$ cat src/rtl/instr_mem_loader_pkg.sv
// Shared types for the instruction memory loader. The CHECK state only exists
// when INSTR_MEM_LOADER_CHECKSUM_EN is defined.
package instr_mem_loader_pkg;

  typedef enum logic [2:0] {
    ST_IDLE,
    ST_RECV,
    ST_WRITE,
`ifdef INSTR_MEM_LOADER_CHECKSUM_EN
    ST_CHECK,
`endif
    ST_DONE
  } state_e;

  function automatic int bytes_per_word(input int data_width);
    return data_width / 8;
  endfunction

endpackage

$ cat src/rtl/instr_mem_loader_if.sv
// Host-side control, byte stream and instruction-memory write port of the loader.
// master = host/test side, slave = the loader itself.
interface instr_mem_loader_if #(
  parameter int ADDRESS_WIDTH = 8,
  parameter int DATA_WIDTH    = 32
);
  logic                     start;
  logic [ADDRESS_WIDTH:0]   word_count;
  logic                     byte_valid;
  logic [7:0]               byte_data;
  logic                     byte_ready;
  logic                     we;
  logic [ADDRESS_WIDTH-1:0] wa;
  logic [DATA_WIDTH-1:0]    wd;
  logic                     busy;
  logic                     done;
  logic                     cpu_hold;
  logic                     err;

  modport master (
    output start, word_count, byte_valid, byte_data,
    input  byte_ready, we, wa, wd, busy, done, cpu_hold, err
  );

  modport slave (
    input  start, word_count, byte_valid, byte_data,
    output byte_ready, we, wa, wd, busy, done, cpu_hold, err
  );
endinterface

$ cat src/rtl/instr_mem_loader_byte_packer.sv
// Little-endian byte-to-word shift register. word_o already includes the byte
// pushed this cycle so the caller can capture a complete word on the last push.
module byte_packer
  import instr_mem_loader_pkg::*;
#(
  parameter int DATA_WIDTH = 32
) (
  input  logic                  clk_i,
  input  logic                  rst_ni,
  input  logic                  clear_i,
  input  logic                  push_i,
  input  logic [7:0]            byte_i,
  output logic [DATA_WIDTH-1:0] word_o,
  output logic                  last_byte_o
);
  localparam int BPW   = bytes_per_word(DATA_WIDTH);
  localparam int IDX_W = (BPW > 1) ? $clog2(BPW) : 1;
  localparam logic [IDX_W-1:0] LAST_IDX = IDX_W'(BPW - 1);

  logic [IDX_W-1:0]      idx_q, idx_d;
  logic [DATA_WIDTH-1:0] word_q, word_d;

  assign last_byte_o = (idx_q == LAST_IDX);
  assign word_o      = word_d;

  // New bytes enter at the top; after BPW pushes the first byte sits in [7:0].
  always_comb begin
    idx_d  = idx_q;
    word_d = word_q;
    if (clear_i) begin
      idx_d = '0;
    end else if (push_i) begin
      word_d = (word_q >> 8) | (DATA_WIDTH'(byte_i) << (DATA_WIDTH - 8));
      idx_d  = last_byte_o ? '0 : idx_q + 1'b1;
    end
  end

  always_ff @(posedge clk_i) begin
    if (!rst_ni) begin
      idx_q  <= '0;
      word_q <= '0;
    end else begin
      idx_q  <= idx_d;
      word_q <= word_d;
    end
  end

endmodule

$ cat src/rtl/instr_mem_loader.sv
// Boot loader: streams bytes into instruction memory while holding the CPU in reset.
// Optional trailing checksum byte enabled by defining INSTR_MEM_LOADER_CHECKSUM_EN.
module instr_mem_loader
  import instr_mem_loader_pkg::*;
#(
  parameter int ADDRESS_WIDTH = 8,
  parameter int DATA_WIDTH    = 32
) (
  input  logic              clk,
  input  logic              rst_n,
  instr_mem_loader_if.slave bus
);
  localparam logic [ADDRESS_WIDTH:0] MAX_COUNT = {1'b1, {ADDRESS_WIDTH{1'b0}}};

  state_e                   state_q, state_d;
  logic [ADDRESS_WIDTH:0]   count_q, count_d;
  logic [ADDRESS_WIDTH-1:0] addr_q, addr_d;
  logic [ADDRESS_WIDTH-1:0] wa_q, wa_d;
  logic [DATA_WIDTH-1:0]    wd_q, wd_d;
  logic                     byte_ready, xfer, last_word;
  logic                     pk_clear, pk_push, pk_last;
  logic [DATA_WIDTH-1:0]    pk_word;
`ifdef INSTR_MEM_LOADER_CHECKSUM_EN
  logic [7:0]               sum_q, sum_d, chk_total;
  logic                     err_q, err_d;
`endif

`ifdef INSTR_MEM_LOADER_CHECKSUM_EN
  assign byte_ready = (state_q == ST_RECV) || (state_q == ST_CHECK);
  assign chk_total  = sum_q + bus.byte_data;
  assign bus.busy   = (state_q == ST_RECV) || (state_q == ST_WRITE) || (state_q == ST_CHECK);
  assign bus.err    = err_q;
`else
  assign byte_ready = (state_q == ST_RECV);
  assign bus.busy   = (state_q == ST_RECV) || (state_q == ST_WRITE);
  assign bus.err    = 1'b0;
`endif

  assign xfer           = bus.byte_valid && byte_ready;
  assign pk_push        = xfer && (state_q == ST_RECV);
  assign last_word      = ({1'b0, addr_q} == (count_q - 1'b1));
  assign bus.byte_ready = byte_ready;
  assign bus.we         = (state_q == ST_WRITE);
  assign bus.wa         = wa_q;
  assign bus.wd         = wd_q;
  assign bus.done       = (state_q == ST_DONE);
  assign bus.cpu_hold   = (state_q != ST_DONE);

  byte_packer #(.DATA_WIDTH(DATA_WIDTH)) u_packer (
    .clk_i       (clk),
    .rst_ni      (rst_n),
    .clear_i     (pk_clear),
    .push_i      (pk_push),
    .byte_i      (bus.byte_data),
    .word_o      (pk_word),
    .last_byte_o (pk_last)
  );

  always_comb begin
    state_d  = state_q;
    count_d  = count_q;
    addr_d   = addr_q;
    wa_d     = wa_q;
    wd_d     = wd_q;
    pk_clear = 1'b0;
`ifdef INSTR_MEM_LOADER_CHECKSUM_EN
    sum_d    = sum_q;
    err_d    = err_q;
`endif
    unique case (state_q)
      ST_IDLE, ST_DONE: begin
        if (bus.start) begin
          count_d  = (bus.word_count > MAX_COUNT) ? MAX_COUNT : bus.word_count;
          addr_d   = '0;
          pk_clear = 1'b1;
`ifdef INSTR_MEM_LOADER_CHECKSUM_EN
          sum_d    = '0;
          err_d    = 1'b0;
`endif
          state_d  = (bus.word_count == '0) ? ST_DONE : ST_RECV;
        end
      end
      ST_RECV: begin
        if (xfer) begin
`ifdef INSTR_MEM_LOADER_CHECKSUM_EN
          sum_d = sum_q + bus.byte_data;
`endif
          // Capture the write port on the last byte so it is stable for the WRITE cycle.
          if (pk_last) begin
            wa_d    = addr_q;
            wd_d    = pk_word;
            state_d = ST_WRITE;
          end
        end
      end
      ST_WRITE: begin
        if (last_word) begin
`ifdef INSTR_MEM_LOADER_CHECKSUM_EN
          state_d = ST_CHECK;
`else
          state_d = ST_DONE;
`endif
        end else begin
          addr_d  = addr_q + 1'b1;
          state_d = ST_RECV;
        end
      end
`ifdef INSTR_MEM_LOADER_CHECKSUM_EN
      ST_CHECK: begin
        if (xfer) begin
          err_d   = (chk_total != 8'h00);
          state_d = ST_DONE;
        end
      end
`endif
      default: state_d = ST_IDLE;
    endcase
  end

  always_ff @(posedge clk) begin
    if (!rst_n) begin
      state_q <= ST_IDLE;
      count_q <= '0;
      addr_q  <= '0;
      wa_q    <= '0;
      wd_q    <= '0;
`ifdef INSTR_MEM_LOADER_CHECKSUM_EN
      sum_q   <= '0;
      err_q   <= 1'b0;
`endif
    end else begin
      state_q <= state_d;
      count_q <= count_d;
      addr_q  <= addr_d;
      wa_q    <= wa_d;
      wd_q    <= wd_d;
`ifdef INSTR_MEM_LOADER_CHECKSUM_EN
      sum_q   <= sum_d;
      err_q   <= err_d;
`endif
    end
  end

endmodule
$ cat src/flat_wrapper.sv
// flat-port wrapper written by rule: the top's interface ports become plain ports
module instr_mem_loader_flat import instr_mem_loader_pkg::*;
#(
  parameter int ADDRESS_WIDTH = 8,
  parameter int DATA_WIDTH    = 32
)
  (clk, rst_n, bus_start, bus_word_count, bus_byte_valid, bus_byte_data, bus_byte_ready, bus_we, bus_wa, bus_wd, bus_busy, bus_done, bus_cpu_hold, bus_err);
  instr_mem_loader_if #(.ADDRESS_WIDTH(ADDRESS_WIDTH), .DATA_WIDTH(DATA_WIDTH)) bus_i ();
  input  logic clk;
  input  logic rst_n;
  input wire logic [$bits(bus_i.start)-1:0] bus_start;
  input wire logic [$bits(bus_i.word_count)-1:0] bus_word_count;
  input wire logic [$bits(bus_i.byte_valid)-1:0] bus_byte_valid;
  input wire logic [$bits(bus_i.byte_data)-1:0] bus_byte_data;
  output wire logic [$bits(bus_i.byte_ready)-1:0] bus_byte_ready;
  output wire logic [$bits(bus_i.we)-1:0] bus_we;
  output wire logic [$bits(bus_i.wa)-1:0] bus_wa;
  output wire logic [$bits(bus_i.wd)-1:0] bus_wd;
  output wire logic [$bits(bus_i.busy)-1:0] bus_busy;
  output wire logic [$bits(bus_i.done)-1:0] bus_done;
  output wire logic [$bits(bus_i.cpu_hold)-1:0] bus_cpu_hold;
  output wire logic [$bits(bus_i.err)-1:0] bus_err;
  assign bus_i.start = bus_start;
  assign bus_i.word_count = bus_word_count;
  assign bus_i.byte_valid = bus_byte_valid;
  assign bus_i.byte_data = bus_byte_data;
  assign bus_byte_ready = bus_i.byte_ready;
  assign bus_we = bus_i.we;
  assign bus_wa = bus_i.wa;
  assign bus_wd = bus_i.wd;
  assign bus_busy = bus_i.busy;
  assign bus_done = bus_i.done;
  assign bus_cpu_hold = bus_i.cpu_hold;
  assign bus_err = bus_i.err;
  instr_mem_loader #(.ADDRESS_WIDTH(ADDRESS_WIDTH), .DATA_WIDTH(DATA_WIDTH)) u_core (.clk(clk), .rst_n(rst_n), .bus(bus_i));
endmodule
$ cat config.mk
export PLATFORM = sky130hd
export DESIGN_NAME = instr_mem_loader_flat
export DESIGN_NICKNAME = d
export VERILOG_FILES = /design/src/rtl/instr_mem_loader_pkg.sv /design/src/rtl/instr_mem_loader_if.sv /design/src/rtl/instr_mem_loader_byte_packer.sv /design/src/rtl/instr_mem_loader.sv /design/src/flat_wrapper.sv
export SDC_FILE = /design/constraint.sdc
export NUM_CORES = 1
export LEC_CHECK = 0
export CORE_AREA = 2 2 113 115
export CTS_CLUSTER_DIAMETER = 200
export DETAILED_ROUTE_END_ITERATION = 16
export DIE_AREA = 0 0 115 117
export PLACE_DENSITY = 0.62
export SLEW_MARGIN = 15
export SYNTH_ARGS = -nofsm -noshare
export SYNTH_HDL_FRONTEND = slang
export SYNTH_HIERARCHICAL = 1
export SYNTH_SLANG_ARGS = --single-unit
$ cat constraint.sdc
create_clock -name clk -period 2.9 [get_ports clk]
set_clock_uncertainty 0.05 [all_clocks]
set_input_delay 0.58 -clock clk [delete_from_list [all_inputs] [get_ports clk]]
set_output_delay 0.58 -clock clk [all_outputs]
set_load 0.005 [all_outputs]
# Word level (Yosys, flattened, before mapping)
# Index checks and enable logic that the tools add are counted.
# classes
n_addsub,3
magnitude_cmp,1
n_eq_ne,10
n_mux,15
bitwise,2
reduce_logical,12
# op_table
operator,n
2-to-1 mux 32 bit,2
bitwise OR 24 x 32 -> 32 bit,1
2-to-1 mux 8 bit,2
case mux 8 bit (2 select lines),1
== test 8 x 9 -> 1 bit,1
"> comparator 9 bit, second input constant",1
zero test 9 bit,1
2-to-1 mux 3 bit,3
2-to-1 mux 9 bit,1
case mux 3 bit (3 select lines),1
AND reduction 3 bit,3
"subtractor 9 x 1 -> 9 bit, second input constant",1
"adder 8 x 1 -> 8 bit, second input constant",1
"inequality test 2 bit, second input constant",4
"== test 3 x 2 -> 1 bit, second input constant",2
2-to-1 mux 2 bit,3
OR reduction 2 bit,2
"== test 3 x 1 -> 1 bit, second input constant",1
zero test 3 bit,1
"inequality test 3 x 2 -> 1 bit, second input constant",1
"adder 2 x 1 -> 2 bit, second input constant",1
"== test 2 bit, second input constant",1
logical AND 1 bit,2
2-to-1 mux 1 bit,2
other kinds (4),4
# totals
ff_bits,94
inputBits,21
out_inout_bits,46
wordCells,50

# Logic depth before layout (Yosys ltp)
# depth
ltp_word,5
mapped_depth,10
ltp_nobuf,9

# Modules after synthesis
# The synthesis kept the hierarchy.
# modules_own_cells
module,instances,cells_per_inst,area_per_inst_um2,seq_area_each_um2
instr_mem_loader,1,322,2660.1,1181.1
byte_packer,1,113,1510.2,680.7

# Worst setup path before layout
# Ideal clock, no wire load.
# synth_path
path_kind,register -> register
startpoint,register u_core.count_q[2]
endpoint,register u_core.addr_q[1]
setup_ns,0.130
t_arrival_ns,2.203
t_required_ns,2.720
setup_slack_ns,0.517
stages_incl_launch_ff,9
path_buffers,1
synth_period_minus_slack_ns,2.383
cell_sequence,dfxtp_1 > or4_4 > o21a_1 > or4_1 > o211a_1 > o22ai_2 > buf_6 > mux2i_1 > nor2_1
# synth_between
elab_chain_cells,4
# synth_lines
item,line_no,text
start: declaration,instr_mem_loader.sv:16,"logic [ADDRESS_WIDTH:0] count_q, count_d;"
start signal: assignment,instr_mem_loader.sv:133,count_q <= count_d;
subtractor 9 x 1 -> 9 bit,instr_mem_loader.sv:41,"assign last_word = ({1'b0, addr_q} == (count_q - 1'b1));"
== test 8 x 9 -> 1 bit,instr_mem_loader.sv:41,
inequality test 2 bit (no line),-,
AND reduction 3 bit (no line),-,
end signal: assignment,instr_mem_loader.sv:134,addr_q <= addr_d;
end: declaration,instr_mem_loader.sv:17,"logic [ADDRESS_WIDTH-1:0] addr_q, addr_d;"
# Every way passes these cells.
# A chain may end at the register's enable or synchronous reset.

# Worst setup path in the final report
# Ends and elaborated chain as after synthesis.

==> results.cfg <==
[outcome]
outcome = finished clean

[pwr]
switching_power_uw = 961
ir_worst_vdd_v = 0.000298
leakage_nw = 1.87
p_sw_share_pct = 29.0
p_comb_share_pct = 22.7
total_power_mw = 3.31
p_int_mw = 2.35
p_clk_share_pct = 34.9
pwr-share-seq_pct = 42.4
p_per_area_nw_per_um2 = 638

[cells_and_area]
areaGrowthSynthToFinish_pct = 24.5
final_util_pct = 42.2
multi_input_area_sq_um = 2110
drive_above_1_share_pct = 12.9
num-fill-cells = 1243
seq_area_sq_um = 1860
final_nets = 519
antenna_cells = 0

[cts]
cts_setup_buffers = 0
insertion_delay_ns = 0.34
holdBufCountCts = 0
clockBufferDepth = 2
cts_max_level = 3
clk_pin_slew_ns = 0.06
cts_resized = 0
cts_tree = done
clkSinkCount = 93
numCtsBuffers = 9
clock_tree.root_cell = clkbuf_16

[sta]
final-max-slew-violation-count = 0
hold_violations = 0
worstMarginPinSlew_ns = 0.533
min_period_ns = 2.63
post-route-period-util_pct = 90.6
maxSlewHeadroom_pct = 64.2
fin_tns_setup_ns = 0
fin_ws_ns = 0.272
fmax_mhz = 380
setup_viol = 0
timing.hold.ws_ns = 0.410
rsz0062_at_grt = false

[flow_run]
drv_cap = 0

[worst_setup_path]
worstSetupStartpointType = flop
ff2ff_setup_slack_ns = 0.27
max_stage_delay_ns = 0.56
worst-setup-path-type = flop to flop
critical_path_required_ns = 3.06
end_kind = flop
path_cells = or4_4, o21a_1, or4_1, o211a_1, o22ai_2, mux2i_1, nor2_1
cp_max_fo = 13
critPathSlowestCell = or4_4
crit_arrival_ns = 2.79

[global_routing]
grt_max_degree = 41
grt_overflow_total = 0
grt_pass1_vias = 2936
track_usage_pct = 13.4
grt_pass1_wl_mm = 14.0
antenna_found_initial = 0

[detailed_routing]
dr.pass1.iters = 4
viasPerCell = 4.80
wl_mm = 8.62
vias = 3103
wl_per_cell_um = 13.3
remaining_drc_errors = 0
drt_iter0_drc = 144
ant_nets = 0

[logic_synthesis]
synth_nets = 463
synth-edff-count = 0
synth_flop_cell = dfxtp_1
synth_area_sq_um = 4170
yosysSeqAreaShare_pct = 44.6
synth_area_leaders = dfxtp_1, mux2_4, nand2_1
synth.ff_latch_count = 93
synth_largest_area_cell = dfxtp_1
synth_top_cell_area_share_pct = 44.6
yosysWarnings = 6
synth_area_per_cell_sq_um = 9.59
syn_inst = 435
ys_types = 46
async_flop_share_pct = 0

[placed_design]
dpl_worst_slack_ns = 0.263
io_buffers = 65
routabilityCongestion = 0.776
dp_hpwl_mm = 6.05

[floorplan]
core_sq_um = 12300
die_h_um = 117
start_util_pct = 33.9
std_cell_rows = 41
die_area_sq_um = 13500
pin_count = 67
die_x_um = 115

[hold_path]
hold_class = flop to flop
-- cells in the mapped netlist, types with 3 or more instances --
library cell,number
dfxtp_1,93
nand2_1,89
a21boi_0,41
and2_1,30
mux2_4,30
clkbuf_1,20
a21oi_1,16
nor2b_1,11
inv_1,9
nor3b_1,8
o21ai_0,8
ha_1,7
nor2_1,7
or3_1,6
xnor2_1,5
and2_4,4
xor2_1,4
buf_12,3
mux2i_1,3
nand3_1,3
nand4_1,3
nand4b_1,3
-- cell usage in the layout, fill, tap and decap left out, types with 7 or more instances in the layout --
cell type	synthesis	routed
a21boi_0	41	41
a21oi_1	16	16
and2_1	30	30
clkbuf_16	0	9
clkdlybuf4s50_1	0	64
dfxtp_1	93	93
ha_1	7	7
inv_1	9	9
mux2_4	30	30
nand2_1	89	89
nor2_1	7	7
nor2b_1	11	11
nor3b_1	8	8
o21ai_0	8	8
-- kinds of logic (layout without fill, tap and decap cells) --
group | Yosys count | after routing | synth area share [%]
simple gates | 177 | 177 | 21.8
flops | 93 | 93 | 44.6
compound gates | 77 | 77 | 12.6
buf+inv | 36 | 97 | 4.86
mux | 35 | 35 | 12.1
xor+xnor | 9 | 9 | 1.89
fa+ha+maj | 7 | 7 | 2.10
other cells | 1 | 1 | 0.0899
-- worst paths after layout --
check	from	endpoint	cells after the start
hold reg to reg	u_core/bus.wd[1]	u_core/bus.wd[1]	2
hold / removal	u_core/bus.wd[1]	u_core/bus.wd[1]	2
setup / recovery	u_core/count_q[2]	u_core/addr_q[1]	7
setup reg to reg	u_core/count_q[2]	u_core/addr_q[1]	7
-- sequential cells by signal (all words and copies together) (netlist names) --
name,count
u_core/state_q,2
u_core/bus.wa,8
u_core/count_q,9
u_core/u_packer/word_q,32
u_core/bus.wd,32
u_core/addr_q,8
u_core/u_packer/idx_q,2
-- layer usage --
layer / track usage (%) / part of all wire [%] / routed length [um]
met4: 4.90 / 1.1 / 91
met5: 0 / 0 / 0
met3: 5.15 / 6.4 / 556
met2: 21.5 / 45 / 3890
met1: 16.5 / 47 / 4080
-- power groups by stage --
| stage | sequential [mW] | clock [mW] | combinational, mW |
|---|---|---|---|
| final | 1.40 | 1.16 | 0.752 |
| after global routing | 1.42 | 1.25 | 0.835 |
| after CTS | 1.40 | 1.19 | 0.761 |
| after detailed placement | 1.43 | 0 | 0.755 |
| after global placement | 1.43 | 0 | 0.743 |
| after floorplan | 1.42 | 0 | 0.613 |
-- worst max-delay path, delay by kind of cell, from the launching register on --
family           cells  cell delay, ns
AO/OA/AOI/OAI        3            0.78
multiplexers         1            0.24
flip-flops           1            0.36
AND/OR/NAND/NOR      3            1.08
-- stage by stage --
step | std cells | instance area [sq um]
6_report | 646 | 5190
5_1_grt | 646 | 5190
4_1_cts | 646 | 5190
3_5_place_dp | 630 | 4900
3_3_place_gp | 630 | 4900
2_1_floorplan | 435 | 4170
-- area by class of cell --
cell class                 instances  area share, %
clock buffer                      11           4.87
tap                              150           3.61
timing repair buffer              72           13.7
sequential                        93           35.8
multi-input combinational        306           40.5
inverter                           9          0.650
clock inverter                     5          0.795
Note: power is estimated with default switching activity, not from simulation.
